<file path="src/rtl/moore_rr_arbiter_pkg.sv">
// moore_rr_arbiter_pkg: state codes, one-hot grants and the rotation search shared by the arbiter
package moore_rr_arbiter_pkg;
   localparam logic [1:0] S_IDLE = 2'd0;
   localparam logic [1:0] S_G1 = 2'd1;
   localparam logic [1:0] S_G2 = 2'd2;
   localparam logic [1:0] S_G3 = 2'd3;
   localparam logic [3:1] G_NONE = 3'b000;
   localparam logic [3:1] G_1 = 3'b001;
   localparam logic [3:1] G_2 = 3'b010;
   localparam logic [3:1] G_3 = 3'b100;

   function automatic logic [1:0] succ(input logic [1:0] k);
      return k == S_G3 ? S_G1 : k + 2'd1;
   endfunction

   function automatic logic [3:1] grant(input logic [1:0] s);
      return s == S_G1 ? G_1 : s == S_G2 ? G_2 : s == S_G3 ? G_3 : G_NONE;
   endfunction

   // first asserted requester in the order base+1, base+2, base; S_IDLE if none
   function automatic logic [1:0] pick(input logic [1:0] base, input logic [3:1] r);
      logic [1:0] a, b;
      a = succ(base);
      b = succ(a);
      return |(r & grant(a)) ? a : |(r & grant(b)) ? b : |(r & grant(base)) ? base : S_IDLE;
   endfunction
endpackage

</file>
<file path="src/rtl/moore_rr_arbiter_hold_counter.sv">
// moore_rr_arbiter_hold_counter: saturating grant-hold counter that flags the last allowed cycle
module moore_rr_arbiter_hold_counter #(
   parameter int MAX_HOLD = 8,
   parameter int CNT_W = 3
) (
   input  logic             Clock,
   input  logic             Resetn,
   input  logic             clr,
   input  logic             en,
   output logic [CNT_W-1:0] cnt,
   output logic             expired
);
   assign expired = cnt == CNT_W'(MAX_HOLD - 1);

   always_ff @(posedge Clock)
      if (!Resetn || clr) cnt <= '0;
      else if (en && !expired) cnt <= cnt + CNT_W'(1);
endmodule

</file>
<file path="src/rtl/moore_rr_arbiter.sv">
// moore_rr_arbiter: Moore round-robin arbiter over three requesters with bounded grant hold
module moore_rr_arbiter
   import moore_rr_arbiter_pkg::*;
#(
   parameter int MAX_HOLD = 8,
   parameter int CNT_W = 3
) (
   input  logic       Clock,
   input  logic       Resetn,
   input  logic [3:1] r,
   output logic [3:1] g,
   output logic       busy,
   output logic [1:0] owner
);
   logic [1:0] state, state_nxt, last;
   logic [CNT_W-1:0] hold_cnt;
   logic expired, own, others;

   moore_rr_arbiter_hold_counter #(.MAX_HOLD(MAX_HOLD), .CNT_W(CNT_W)) u_hold (
      .Clock(Clock),
      .Resetn(Resetn),
      .clr(state_nxt != state),
      .en(state != S_IDLE),
      .cnt(hold_cnt),
      .expired(expired)
   );

   // last follows the current owner and survives a drop to IDLE for fairness
   always_ff @(posedge Clock)
      if (!Resetn) begin
         state <= S_IDLE;
         last <= S_G3;
      end else begin
         state <= state_nxt;
         if (state_nxt != S_IDLE) last <= state_nxt;
      end

   // searching from the current owner puts it last, so forced rotation never re-grants it while others wait
   always_comb begin
      own = |(r & grant(state));
      others = |(r & ~grant(state));
      state_nxt = state == S_IDLE ? pick(last, r) :
                  (!own || (others && expired)) ? pick(state, r) : state;
   end

   always_comb begin
      g = grant(state);
      busy = state != S_IDLE;
      owner = state;
   end
endmodule

</file>
<file path="config.mk">
export PLATFORM = sky130hd
export DESIGN_NAME = moore_rr_arbiter
export DESIGN_NICKNAME = d
export VERILOG_FILES = /design/src/rtl/moore_rr_arbiter_pkg.sv /design/src/rtl/moore_rr_arbiter_hold_counter.sv /design/src/rtl/moore_rr_arbiter.sv
export SDC_FILE = /design/constraint.sdc
export NUM_CORES = 1
export LEC_CHECK = 0
export BUFFER_PORTS_ARGS = -buffer_cell sky130_fd_sc_hd__buf_4
export CORE_UTILIZATION = 60
export DETAILED_ROUTE_END_ITERATION = 6
export GPL_TIMING_DRIVEN = 0
export PLACE_DENSITY = 0.94
export SYNTH_ARGS = -nofsm -noshare
export SYNTH_HDL_FRONTEND = slang
export SYNTH_HIERARCHICAL = 1
export SYNTH_SLANG_ARGS = --single-unit
</file>
<file path="constraint.sdc">
create_clock -name Clock -period 5.21 [get_ports Clock]
set_input_delay 0.521 -clock Clock [delete_from_list [all_inputs] [get_ports Clock]]
set_output_delay 0.521 -clock Clock [all_outputs]
set_load 0.02 [all_outputs]
</file>
=== Yosys cells after proc, flatten, opt, wreduce, memory -nomap -nowiden ===
Index checks and enable logic that the tools add are counted.

* Bits in registers: 7
* Latch bits: 0
* RAM bits: 0
* Bits in read-only memories: 0
* Input port bits: 5
* Logic and storage cells: 83
* Memories kept: 0

* Add/subtract/negate cells: 5
* Multiply operators: 0
* Divide/modulo/power cells: 0
* Order comparisons: 0
* Eq/ne operators: 20
* Shift-type cells: 0
* Multiplexer cells: 30
* Bitwise operators: 8
* Reductions and logical operators: 17

{| class="wikitable"
|+ Operator list
! kind !! number
|-
| 3-bit 2-to-1 mux || 18
|-
| 2-bit == test (second input constant) || 12
|-
| 2-bit 2-to-1 mux || 12
|-
| 3-bit AND || 7
|-
| 3-bit OR reduction || 7
|-
| 2-bit by 1-bit == test with 1-bit output (second input constant) || 6
|-
| 2-bit by 1-bit adder with 2-bit output (second input constant) || 4
|-
| 2-bit nonzero test || 2
|-
| 3-bit by 1-bit adder with 3-bit output (second input constant) || 1
|-
| 3-bit == test (second input constant) || 1
|-
| 1-bit logical NOT || 3
|-
| 3-bit NOT || 1
|-
| 1-bit logical AND || 2
|-
| 2-bit logical NOT || 1
|-
| 1-bit logical OR || 2
|-
| 2-bit != test || 1
|}

=== Logic depth before layout (Yosys ltp) ===
Gate-level depths: netlist (run 1).

* Word-level depth: 16
* Mapped depth: 10
* Mapped depth without buffers: 10

=== Modules after synthesis ===
The synthesis (run 1) kept the hierarchy.

{| class="wikitable"
|+ Modules (own cells, without submodules)
! module !! times used !! cells an instance !! area an instance (um^2)
|-
| moore_rr_arbiter || 1 || 83 || 675.6
|-
| moore_rr_arbiter_hold_counter || 1 || 13 || 145.1
|}

=== Worst setup path before layout (run 1) ===
No wires, ideal clock.

* Path type: reg2reg
* From: register state[0] (netlist: owner[0])
* To: register u_hold.cnt[0]
* Setup time: 0.064 ns
* Arrival: 2.693 ns
* Setup slack: 2.453 ns
* Stages on the path, launching flop included: 11
* Period minus slack after synthesis: 2.757 ns
* Path through: dfxtp_1 -> inv_1 -> ha_1 -> a222oi_1 -> nor4_1 -> o31ai_2 -> xnor2_1 -> a211oi_1 -> or4_1 -> nand2b_1 -> nor2_1

* Elaborated cells between the ends (all ways): 44
* Those cells by class: 2 x add/sub; 10 x eq/ne; 16 x mux; 5 x bitwise; 11 x reduce/logical

{| class="wikitable"
|+ RTL lines
! element !! line !! source
|-
| from (decl) || moore_rr_arbiter.sv:15 || <nowiki>logic [1:0] state, state_nxt, last;</nowiki>
|-
| from (signal assigned) || moore_rr_arbiter.sv:34 || <nowiki>state <= state_nxt;</nowiki>
|-
| 2-bit == test || n/a ||
|-
| 3-bit 2-to-1 mux || n/a ||
|-
| 3-bit 2-to-1 mux * || n/a ||
|-
| net g, one bit || moore_rr_arbiter.sv:11 || <nowiki>output logic [3:1] g,</nowiki>
|-
| 3-bit AND / 3-bit NOT (equally long branches) || moore_rr_arbiter_pkg.sv:25, moore_rr_arbiter.sv:40, moore_rr_arbiter.sv:41 ||
|-
| 3-bit OR reduction / 3-bit AND (equally long branches) || moore_rr_arbiter_pkg.sv:25, moore_rr_arbiter.sv:40, moore_rr_arbiter.sv:41 ||
|-
| 2-bit 2-to-1 mux / 3-bit OR reduction (equally long branches) || moore_rr_arbiter_pkg.sv:25, moore_rr_arbiter.sv:41 ||
|-
| 2-bit 2-to-1 mux / 1-bit logical AND (equally long branches) || moore_rr_arbiter_pkg.sv:25, moore_rr_arbiter.sv:43 ||
|-
| 2-bit 2-to-1 mux / 1-bit logical OR (equally long branches) || moore_rr_arbiter_pkg.sv:25, moore_rr_arbiter.sv:43 ||
|-
| 2-bit 2-to-1 mux * || moore_rr_arbiter.sv:43 || <nowiki>(!own || (others && expired)) ? pick(state, r) : state;</nowiki>
|-
| 2-bit 2-to-1 mux * || moore_rr_arbiter.sv:42 || <nowiki>state_nxt = state == S_IDLE ? pick(last, r) :</nowiki>
|-
| 2-bit != test * || moore_rr_arbiter.sv:22 || <nowiki>.clr(state_nxt != state),</nowiki>
|-
| 1-bit logical OR * || moore_rr_arbiter_hold_counter.sv:16 || <nowiki>if (!Resetn || clr) cnt <= '0;</nowiki>
|-
| to (signal assigned) || moore_rr_arbiter_hold_counter.sv:17 || <nowiki>else if (en && !expired) cnt <= cnt + CNT_W'(1);</nowiki>
|-
| to (decl) || moore_rr_arbiter_hold_counter.sv:10 || <nowiki>output logic [CNT_W-1:0] cnt,</nowiki>
|}

Mark *: on every way through the listed nets, which the timed path passes. The rest lies on a longest branch.
A chain may end at the register's enable or synchronous reset.

=== Worst setup path in the final report (run 1) ===
* From: register state[0] (netlist: owner[0])
* To: register u_hold.cnt[1]

* Cells in the longest elaborated chain, start to end: 16
* Elaborated cells between the ends (all ways): 44
* Those cells by class: 2 x add/sub; 10 x eq/ne; 16 x mux; 5 x bitwise; 11 x reduce/logical

{| class="wikitable"
|+ Ends and longest elaborated chain
! element !! line !! source
|-
| 2-bit by 1-bit adder with 2-bit output / 2-bit == test (equally long branches) || moore_rr_arbiter_pkg.sv:13, moore_rr_arbiter_pkg.sv:17 ||
|-
| 2-bit 2-to-1 mux || moore_rr_arbiter_pkg.sv:13 || <nowiki>return k == S_G3 ? S_G1 : k + 2'd1;</nowiki>
|-
| 2-bit by 1-bit adder with 2-bit output / 2-bit == test (equally long branches) || moore_rr_arbiter_pkg.sv:13, moore_rr_arbiter_pkg.sv:17 ||
|-
| 2-bit 2-to-1 mux || moore_rr_arbiter_pkg.sv:13 ||
|-
| 2-bit == test || moore_rr_arbiter_pkg.sv:17 || <nowiki>return s == S_G1 ? G_1 : s == S_G2 ? G_2 : s == S_G3 ? G_3 : G_NONE;</nowiki>
|-
| 3-bit 2-to-1 mux (3 in a row) || moore_rr_arbiter_pkg.sv:17 ||
|-
| 3-bit AND || moore_rr_arbiter_pkg.sv:25 || <nowiki>return |(r & grant(a)) ? a : |(r & grant(b)) ? b : |(r & grant(base)) ? base : S_IDLE;</nowiki>
|-
| 3-bit OR reduction || moore_rr_arbiter_pkg.sv:25 ||
|-
| 2-bit 2-to-1 mux (2 in a row) || moore_rr_arbiter_pkg.sv:25 ||
|-
| 2-bit 2-to-1 mux || moore_rr_arbiter.sv:43 ||
|-
| 2-bit 2-to-1 mux || moore_rr_arbiter.sv:42 ||
|-
| 2-bit != test || moore_rr_arbiter.sv:22 ||
|-
| 1-bit logical OR || moore_rr_arbiter_hold_counter.sv:16 ||
|}

Several ways; a longest one is shown, not always the timed one.

==> qor.yml, run 1 <==
drtIter0Drc: 26
place_area_um2: 905.9
via_count: 752
path_delay_family: "compound AO/OA/AOI/OAI gates"
ys_types: 41
diodes: 0
cts_resized: 0
post-cts-setup-buffers: 0
rsz0062_at_grt: "no"
die_w_um: 38.99
grt_pass1_vias: 717
dp_hpwl_mm: 1.403
p_per_area_nw_per_um2: 603.4
layout_setup_ws_ps: 2261
worstMarginPinSlew_ps: 479.3
root_buffer: "clkbuf_4"
io_buffers: 9
max_clock_freq_mhz: 339.0
track_usage: 0.3010
gp_congestion: 0.8708
cts_hold_buf: 0
dp_cells: 119
synth-compound-area-share: 0.2988
synth_cells: 96
ys_async_sr_fraction: 0
ir_worst_vdd_uv: 441.8
holdCritStartpoint: "Resetn"
hold_slack_ps: 505.7
crit_path_top_delay_cell: "a222oi_1"
multi_input_area_um2: 619.3
maxSlewViolCount: 0
die_h_um: 38.99
path_cells: "inv_1, ha_1, a222oi_1, nor4_1, o31ai_2, xnor2_1, a211oi_1, or4_1, nand2b_1, nor2_1"
setup_viol: 0
area_growth_pct: 13.57
synth_top_area_share: 0.1829
cts.clk_slew.worst_paths_ps: 50
dieArea_um2: 1520
overflow: 0
mappedNetlistArea_um2: 820.8
syn_area_per_cell_um2: 8.550
cp-start-kind: "flip-flop"
synthTopCellsByCount: "ha_1, inv_1, dfxtp_1, nand2_1, a21oi_1"
crit_start: "owner[0]"
ys.flop_type: "dfxtp_1"
utilization: 0.7859
grt_pass1_wl_mm: 3.132
rows: 12
drc: 0
max_stage_delay_ps: 510
numCtsBuffers: 3
start_util: 0.6920
hp-class: "input port to flip-flop"
synth_edf_count: 0
drtAntennaViolNets: 0
ys_warn_count: 6
relSlewSlack: 0.6805
fill_cells: 83
crit_type: "flip-flop to flip-flop"
synth-seq-area-share: 0.1707
critPathRequiredTime_ps: 5390
dr.pass1.iters: 4
drt-total-wl_mm: 1.883
cp_num_buf_inv: 1
wl_per_cell_um: 15.31
regArea_um2: 140.1
fin_area_um2: 932.1
synth_fa_ha_area_frac: 0.1829
power.total_uw: 562.4
synth_area_leader_cell: "ha_1"
worstReg2RegStart: "owner[0]"
setup-tns-final_ps: 0
synthSimpleGateAreaFrac: 0.2043
synth.area.top_cells: "ha_1, dfxtp_1, a22o_1"
ios: 11
clock-sinks: 7
drv_cap: 0
clkLatencyLatePin_ps: 250
drive_above_1_share: 0.2385
end_kind: "flip-flop"
grt_max_degree: 11
core_area_um2: 1186
cts_max_path_buffers: 2
yosysMostFrequentCell: "ha_1"
fin_cells: 123
via_per_inst: 6.114
ys_ff_latch: 7
antenna_found_initial: 0
finalNetCount: 127
skew_ps: 7.948
post-route-period-util: 0.5661
critPathMaxFanout: 8
cts_tree: "yes"
synth_top_family_by_area: "compound AO/OA/AOI/OAI gates"
syn_nets: 113
outcome: "complete, no violations"
p_leak_nw: 0.4474
h-tree-depth: 1
pre_cts_ws_ps: 2308
layout_min_cycle_time_ps: 2949
hold_viol_final: 0
synthMuxAreaShare: 0.03659
crit_arrival_ps: 3130
synth-xor-area-share: 0.03201
## logic make-up (layout without fill, tap and decap cells)
kind of cell	Yosys count	after routing
adder cells (fa/ha/maj)	12	12
AO/OA/AOI/OAI	30	30
AND/OR/NAND/NOR	29	29
multiplexers	3	3
XOR/XNOR	3	3
buffers and inverters	12	25
flip-flops	7	7
## cell type report
cell class                      count  area share
Multi-Input combinational cell     77      0.6644
Sequential cell                     7      0.1503
Timing Repair Buffer                9     0.07248
Inverter                            9     0.03624
Buffer                              3     0.02953
Clock buffer                        4     0.02819
Tap cell                           14     0.01879
## worst paths after layout
check	endpoint	slack (ps)	depth (start not counted)
max	u_hold/cnt[1]	2260	10
min	last[1]	510	2
max reg2reg	u_hold/cnt[1]	2260	10
min reg2reg	u_hold/cnt[2]	520	2
## per-layer routing
| metal | vias up | global-route usage | routed length, µm | share of wire |
|---|---|---|---|---|
| met5 | - | 0 | 0 | 0 |
| met4 | 0 | 0.06034 | 0 | 0 |
| met3 | 0 | 0.07514 | 53 | 0.028 |
| met2 | 16 | 0.5083 | 920 | 0.49 |
| met1 | 363 | 0.3825 | 909 | 0.48 |
| li1 | 373 | - | - | - |
## registers in the layout (all words and copies together) (netlist names)
name,cells
u_hold/cnt,3
owner,2
last,2
## where the power goes
part           switching (mW)  internal, mW  leakage [nW]  total, mW
combinational           0.226         0.198         0.375      0.424
clock                  0.0190        0.0292        0.0150     0.0482
sequential             0.0224        0.0676        0.0575     0.0900
total                   0.267         0.295         0.447      0.562
## cell usage in the layout (no fill, tap or decap), types with 2 or more instances in the layout
| master | instances |
|---|---|
| a211oi_1 | 2 |
| a21oi_1 | 6 |
| a22o_1 | 4 |
| a22oi_2 | 2 |
| buf_4 | 9 |
| buf_6 | 2 |
| clkbuf_4 | 3 |
| dfxtp_1 | 7 |
| ha_1 | 12 |
| inv_1 | 9 |
| mux2i_1 | 3 |
| nand2_1 | 7 |
| nand2b_1 | 3 |
| nand3_1 | 3 |
| nor2_1 | 4 |
| o211ai_1 | 2 |
| or4_1 | 2 |
| xnor2_1 | 3 |
(Power assumes the default switching activity.)
==> run 2: changes to the inputs <==
--- a/config.mk
+++ b/config.mk
@@ -6,10 +6,10 @@
 export NUM_CORES = 1
 export LEC_CHECK = 0
 export BUFFER_PORTS_ARGS = -buffer_cell sky130_fd_sc_hd__buf_4
-export CORE_UTILIZATION = 60
+export CORE_UTILIZATION = 50
 export DETAILED_ROUTE_END_ITERATION = 6
 export GPL_TIMING_DRIVEN = 0
-export PLACE_DENSITY = 0.94
+export PLACE_DENSITY = 0.85
 export SYNTH_ARGS = -nofsm -noshare
 export SYNTH_HDL_FRONTEND = slang
 export SYNTH_HIERARCHICAL = 1
==> constraint.sdc (replaced) <==
create_clock -name Clock -period 2.5 [get_ports Clock]
set_input_delay 0.25 -clock Clock [delete_from_list [all_inputs] [get_ports Clock]]
set_output_delay 0.25 -clock Clock [all_outputs]
set_load 0.02 [all_outputs]
==> qor.yml, run 2 (same netlist as run 1, synthesis figures left out) <==
clkLatencyLatePin_ps: 250  # about the same
drtIter0Drc: 22  # -15%
largest_reg_flops: 3  # unchanged
cts_tree: "yes"
track_usage: 0.2511  # -0.04985
end_kind: "flip-flop"
core_area_um2: 1524  # +28%
root_buffer: "clkbuf_4"
finalNetCount: 135  # +6.3%
hp-class: "input port to flip-flop"
post-route-period-util: 1.057  # +0.4906
dr.pass1.iters: 4  # unchanged
die_w_um: 42.52  # +9.1%
maxSlewViolCount: 0  # unchanged
diodes: 0  # unchanged
via_per_inst: 5.925  # -3.1%
rsz0062_at_grt: "yes"
numCtsBuffers: 3  # unchanged
final_cell_mix: "buf_4, inv_1, nand2_1, ha_1, a21oi_1"
clock-sinks: 7  # unchanged
crit_type: "flip-flop to flip-flop"
cts_max_path_buffers: 2  # unchanged
place_area_um2: 943.4  # +4.1%
p_leak_nw: 0.4963  # +11%
fin_area_um2: 1092  # +17%
start_util: 0.5386  # -0.1534
crit_path_top_delay_cell: "or4_1"
rows: 14  # +2
cp-start-kind: "flip-flop"
critPathRequiredTime_ps: 2690  # -2700 ps
grt_pass1_wl_mm: 3.401  # +8.6%
drive_above_1_share: 0.3846  # +0.1461
via_count: 788  # +4.8%
layout_min_cycle_time_ps: 2642  # -307.6 ps
area_growth_pct: 33.08
largest-register: "u_hold/cnt"
worstMarginPinSlew_ps: 513.4  # +34.10 ps
antenna_found_initial: 0  # unchanged
cts.clk_slew.worst_paths_ps: 50  # about the same
skew_ps: 2.982  # -4.967 ps
ir_worst_vdd_uv: 986.4  # +120%
ios: 11  # unchanged
drv_cap: 0  # unchanged
grt_pass1_vias: 809  # +13%
layout_setup_ws_ps: -141.9  # -2402 ps
wl_per_cell_um: 15.15  # -1.0%
power.total_mw: 1.417  # +150%
failed_checks: "negative setup slack"
final_common_cell: "buf_4"
io_buffers: 9  # unchanged
max_clock_freq_mhz: 378.5  # +12%
drtAntennaViolNets: 0  # unchanged
h-tree-depth: 1  # unchanged
dp_hpwl_mm: 1.289  # -8.1%
max_stage_delay_ps: 420  # -90 ps
drc: 0  # unchanged
path_cells: "clkinvlp_4, ha_4, a222oi_1, nor4_1, o31ai_4, xnor2_1, a211oi_1, or4_1, nand2b_4, nor2_1"
rrSetupSlack_ps: -140  # -2400 ps
fill_cells: 106  # +28%
crit_arrival_ps: 2830  # -300 ps
relSlewSlack: 0.6577  # -0.02273
setup_viol: 3  # +3
overflow: 0  # unchanged
hold_viol_final: 0  # unchanged
grt_max_degree: 11  # unchanged
critPathMaxFanout: 4  # -4
utilization: 0.7167  # -0.06912
p_per_area_nw_per_um2: 1297  # +110%
dieArea_um2: 1808  # +19%
drt-total-wl_mm: 2.015  # +7.0%
outcome: "finished, violations left"
die_h_um: 42.52  # +9.1%
gp_congestion: 0.8074  # -7.3%
pre_cts_ws_ps: -182.0  # -2490 ps
## run 2: path summary, 6_finish.rpt
check                                    from            end  cells after the start
worst max-delay path                 owner[1]  u_hold/cnt[0]                     10
worst min-delay path                   Resetn        last[1]                      2
worst max register to register       owner[1]  u_hold/cnt[0]                     10
worst min register to register  u_hold/cnt[2]  u_hold/cnt[2]                      2
## run 2: per-layer routing
layer / vias up / wire, µm / global-route usage
li1: 394 / - / -
met3: 4 / 77 / 0.03879
met1: 368 / 871 / 0.2917
met5: - / 0 / 0
met2: 22 / 1031 / 0.4308
met4: 0 / 34 / 0.1438
## run 2: area by class of cell
class | instances | area, µm² | area share
clock buffer | 4 | 26.28 | 0.02405
buffer | 3 | 27.53 | 0.02520
multi-input combinational | 77 | 693.2 | 0.6346
sequential | 7 | 147.6 | 0.1352
timing repair buffer | 17 | 140.1 | 0.1283
tap | 16 | 20.02 | 0.01833
inverter | 9 | 37.54 | 0.03436
## run 2: metrics by stage
| step | hold WS [ps] | cells | setup TNS [ps] |
|---|---|---|---|
| detailed placement | 483.7 | 121 | -540.0 |
| CTS | 229.3 | 131 | -272.8 |
| finish | 235.0 | 133 | -422.8 |
| global route | 231.7 | 133 | -778.4 |
| floorplan | 338.9 | 96 | 0 |
| global placement | 479.9 | 121 | -432.8 |
## run 2: critical path: cells and delay by family, from the launching register on
kind / cells / cell delay, ps
AND/OR/NAND/NOR: 4 / 840
AO/OA/AOI/OAI: 3 / 780
flip-flops: 1 / 380
adder cells (fa/ha/maj): 1 / 230
buffers and inverters: 1 / 190
XOR/XNOR: 1 / 150
## run 2: power by group
| group | switching (mW) | internal, mW | total, mW |
|---|---|---|---|
| clock network | 0.0401 | 0.0608 | 0.101 |
| logic | 0.551 | 0.579 | 1.13 |
| registers | 0.0372 | 0.149 | 0.186 |
| total | 0.628 | 0.789 | 1.42 |
## run 2: timing repair
action	4_1_cts	5_1_grt
hold buffers	0	0
setup endpoints to repair	3	3
resized for setup	5	2
setup buffers	6	2
pin swaps	1	2
==> run 3: changes to the inputs <==
==> constraint.sdc (replaced) <==
create_clock -name Clock -period 2.5 [get_ports Clock]
set_input_delay 0.25 -clock Clock [delete_from_list [all_inputs] [get_ports Clock]]
set_output_delay 0.25 -clock Clock [all_outputs]
set_load 0.05 [all_outputs]
==> qor.yml, run 3 (same netlist as run 1, synthesis figures left out) <==
hold_viol_final: 0  # unchanged
largest-register: "u_hold/cnt"
p_leak_nw: 0.5211  # +5.0%
drt-total-wl_mm: 2.278  # +13%
gp_congestion: 0.8081  # about the same
fin_area_um2: 1137  # +4.1%
grt-busiest-layer: "met2"
rrSetupSlack_ps: -130  # about the same
hp-class: "input port to flip-flop"
h-tree-depth: 1  # unchanged
wl_per_cell_um: 16.63  # +9.8%
cts_max_path_buffers: 2  # unchanged
track_usage: 0.2374  # -0.01373
whs_endpoint: "last[1]"
met2_usage: 0.4277  # -0.003077
io_buffers: 9  # unchanged
power.share.combinational: 0.814  # +0.017
post-route-period-util: 1.052  # -0.004544
max_clock_freq_mhz: 380.2  # +0.43%
via_per_inst: 6.263  # +5.7%
crit-reg2reg-capture: "u_hold/cnt[2]"
start_util: 0.5386  # unchanged
r2r_cells: 12  # +2
die_w_um: 42.52  # unchanged
layout_setup_ws_ps: -130.5  # +11.36 ps
core_area_um2: 1524  # unchanged
failed_checks: "negative setup slack"
fill_cells: 110  # +3.8%
overflow: 0  # unchanged
cts.clk_slew.worst_paths_ps: 50  # about the same
swShare: 0.4772  # +0.03383
utilization: 0.7463  # +0.02956
power_switching_uw: 759.4  # +21%
p_int_uw: 831.9  # +5.5%
grt_pass1_vias: 759  # -6.2%
p_per_area_nw_per_um2: 1399  # +7.9%
via_count: 858  # +8.9%
cp-start-kind: "flip-flop"
worstMarginPinSlew_ps: 344.5  # -168.9 ps
numCtsBuffers: 3  # unchanged
power.total_mw: 1.591  # +12%
ios: 11  # unchanged
cts_tree: "yes"
worstReg2RegStart: "owner[1]"
ir_worst_vdd_uv: 826.8  # -16%
final_cell_mix: "buf_4, inv_1, nand2_1"
place_area_um2: 975.9  # +3.4%
crit_arrival_ps: 2810  # -20 ps
clkLatencyLatePin_ps: 250  # about the same
layout_min_cycle_time_ps: 2631  # -11.36 ps
pre_cts_ws_ps: -91.84  # +90.19 ps
maxSlewViolCount: 0  # unchanged
relSlewSlack: 0.7704  # +0.1126
skew_ps: 5.249  # +2.268 ps
drtAntennaViolNets: 0  # unchanged
min_path_cells: 2  # unchanged
dieArea_um2: 1808  # unchanged
drive_above_1_share: 0.4380  # +0.05340
end_kind: "flip-flop"
cts_hold_buf: 0  # unchanged
die_h_um: 42.52  # unchanged
outcome: "finished, violations left"
crit_type: "flip-flop to flip-flop"
final_common_cell: "buf_4"
drc: 0  # unchanged
largest_reg_flops: 3  # unchanged
setup_viol: 3  # unchanged
holdCritStartpoint: "Resetn"
antenna_found_initial: 0  # unchanged
sequentialPowerShare: 0.123  # -0.008
finalNetCount: 139  # +3.0%
drtIter0Drc: 34  # +55%
clock-sinks: 7  # unchanged
drv_cap: 0  # unchanged
clockPowerShare: 0.064  # -0.007
dr.pass1.iters: 4  # unchanged
area_growth_pct: 38.57
hold_slack_ps: 236.7  # +1.689 ps
dp_hpwl_mm: 1.428  # +11%
rows: 14  # unchanged
root_buffer: "clkbuf_4"
grtUsageMet1: 0.2853  # -0.006326
diodes: 0  # unchanged
rsz0062_at_grt: "yes"
grt_use_met3: 0.05603  # +0.01724
critPathRequiredTime_ps: 2680  # about the same
grt_pass1_wl_mm: 3.305  # -2.8%
critPathMaxFanout: 6  # +2
grt_max_degree: 11  # unchanged
## run 3: critical path, stage by stage (launching register included)
cell	delay [ps]
dfxtp_4	400
buf_12	120
ha_4	130
a222oi_1	90
buf_4	160
buf_6	110
or4_4	410
a22oi_2	220
xnor2_1	170
a211oi_2	90
or4_1	400
nand2b_4	170
nor2_1	100
## run 3: routing by layer
| layer | up-vias | wire [µm] |
|---|---|---|
| li1 | 397 | - |
| met1 | 422 | 871 |
| met2 | 31 | 1194 |
| met3 | 8 | 134 |
| met4 | 0 | 78 |
| met5 | - | 0 |
## run 3: cell type report
cell class              count  area, µm²  share of cell area
multi-input cells          77      699.4              0.6150
plain buffers               3      27.53             0.02420
repair buffers             21      177.7              0.1562
well taps                  16      20.02             0.01760
flip-flops and latches      7      147.6              0.1298
clock buffers               4      26.28             0.02310
inverters                   9      38.79             0.03410
## run 3: power groups by stage
stage | Sequential [mW] | Clock, mW | Combinational (mW)
finish | 0.195 | 0.101 | 1.30
detailed placement | 0.215 | 0 | 1.02
floorplan | 0.248 | 0 | 0.806
global route | 0.199 | 0.114 | 1.38
CTS | 0.195 | 0.104 | 1.15
global placement | 0.213 | 0 | 0.991
## run 3: metrics by stage
stage / setup TNS [ps] / instances
floorplan: -107.1 / 96
detailed placement: -268.1 / 121
CTS: -23.34 / 132
global route: -614.7 / 137
finish: -385.2 / 137
global placement: -126.7 / 121
## run 3: worst max-delay path by stage
stage               cells after the start             to  startpoint
global placement                       10  u_hold/cnt[1]    owner[0]
finish                                 12  u_hold/cnt[2]    owner[1]
detailed placement                     10  u_hold/cnt[2]    owner[0]
global route                           12  u_hold/cnt[0]    owner[1]
floorplan                              10  u_hold/cnt[0]    owner[0]
CTS                                    10  u_hold/cnt[0]    owner[0]
## run 3: timing repair
| action | in CTS | in global routing |
|---|---|---|
| pin swaps | 6 | 7 |
| gates resized for setup | 5 | 4 |
| setup buffers | 7 | 5 |
| endpoints found under the setup margin | 3 | 4 |
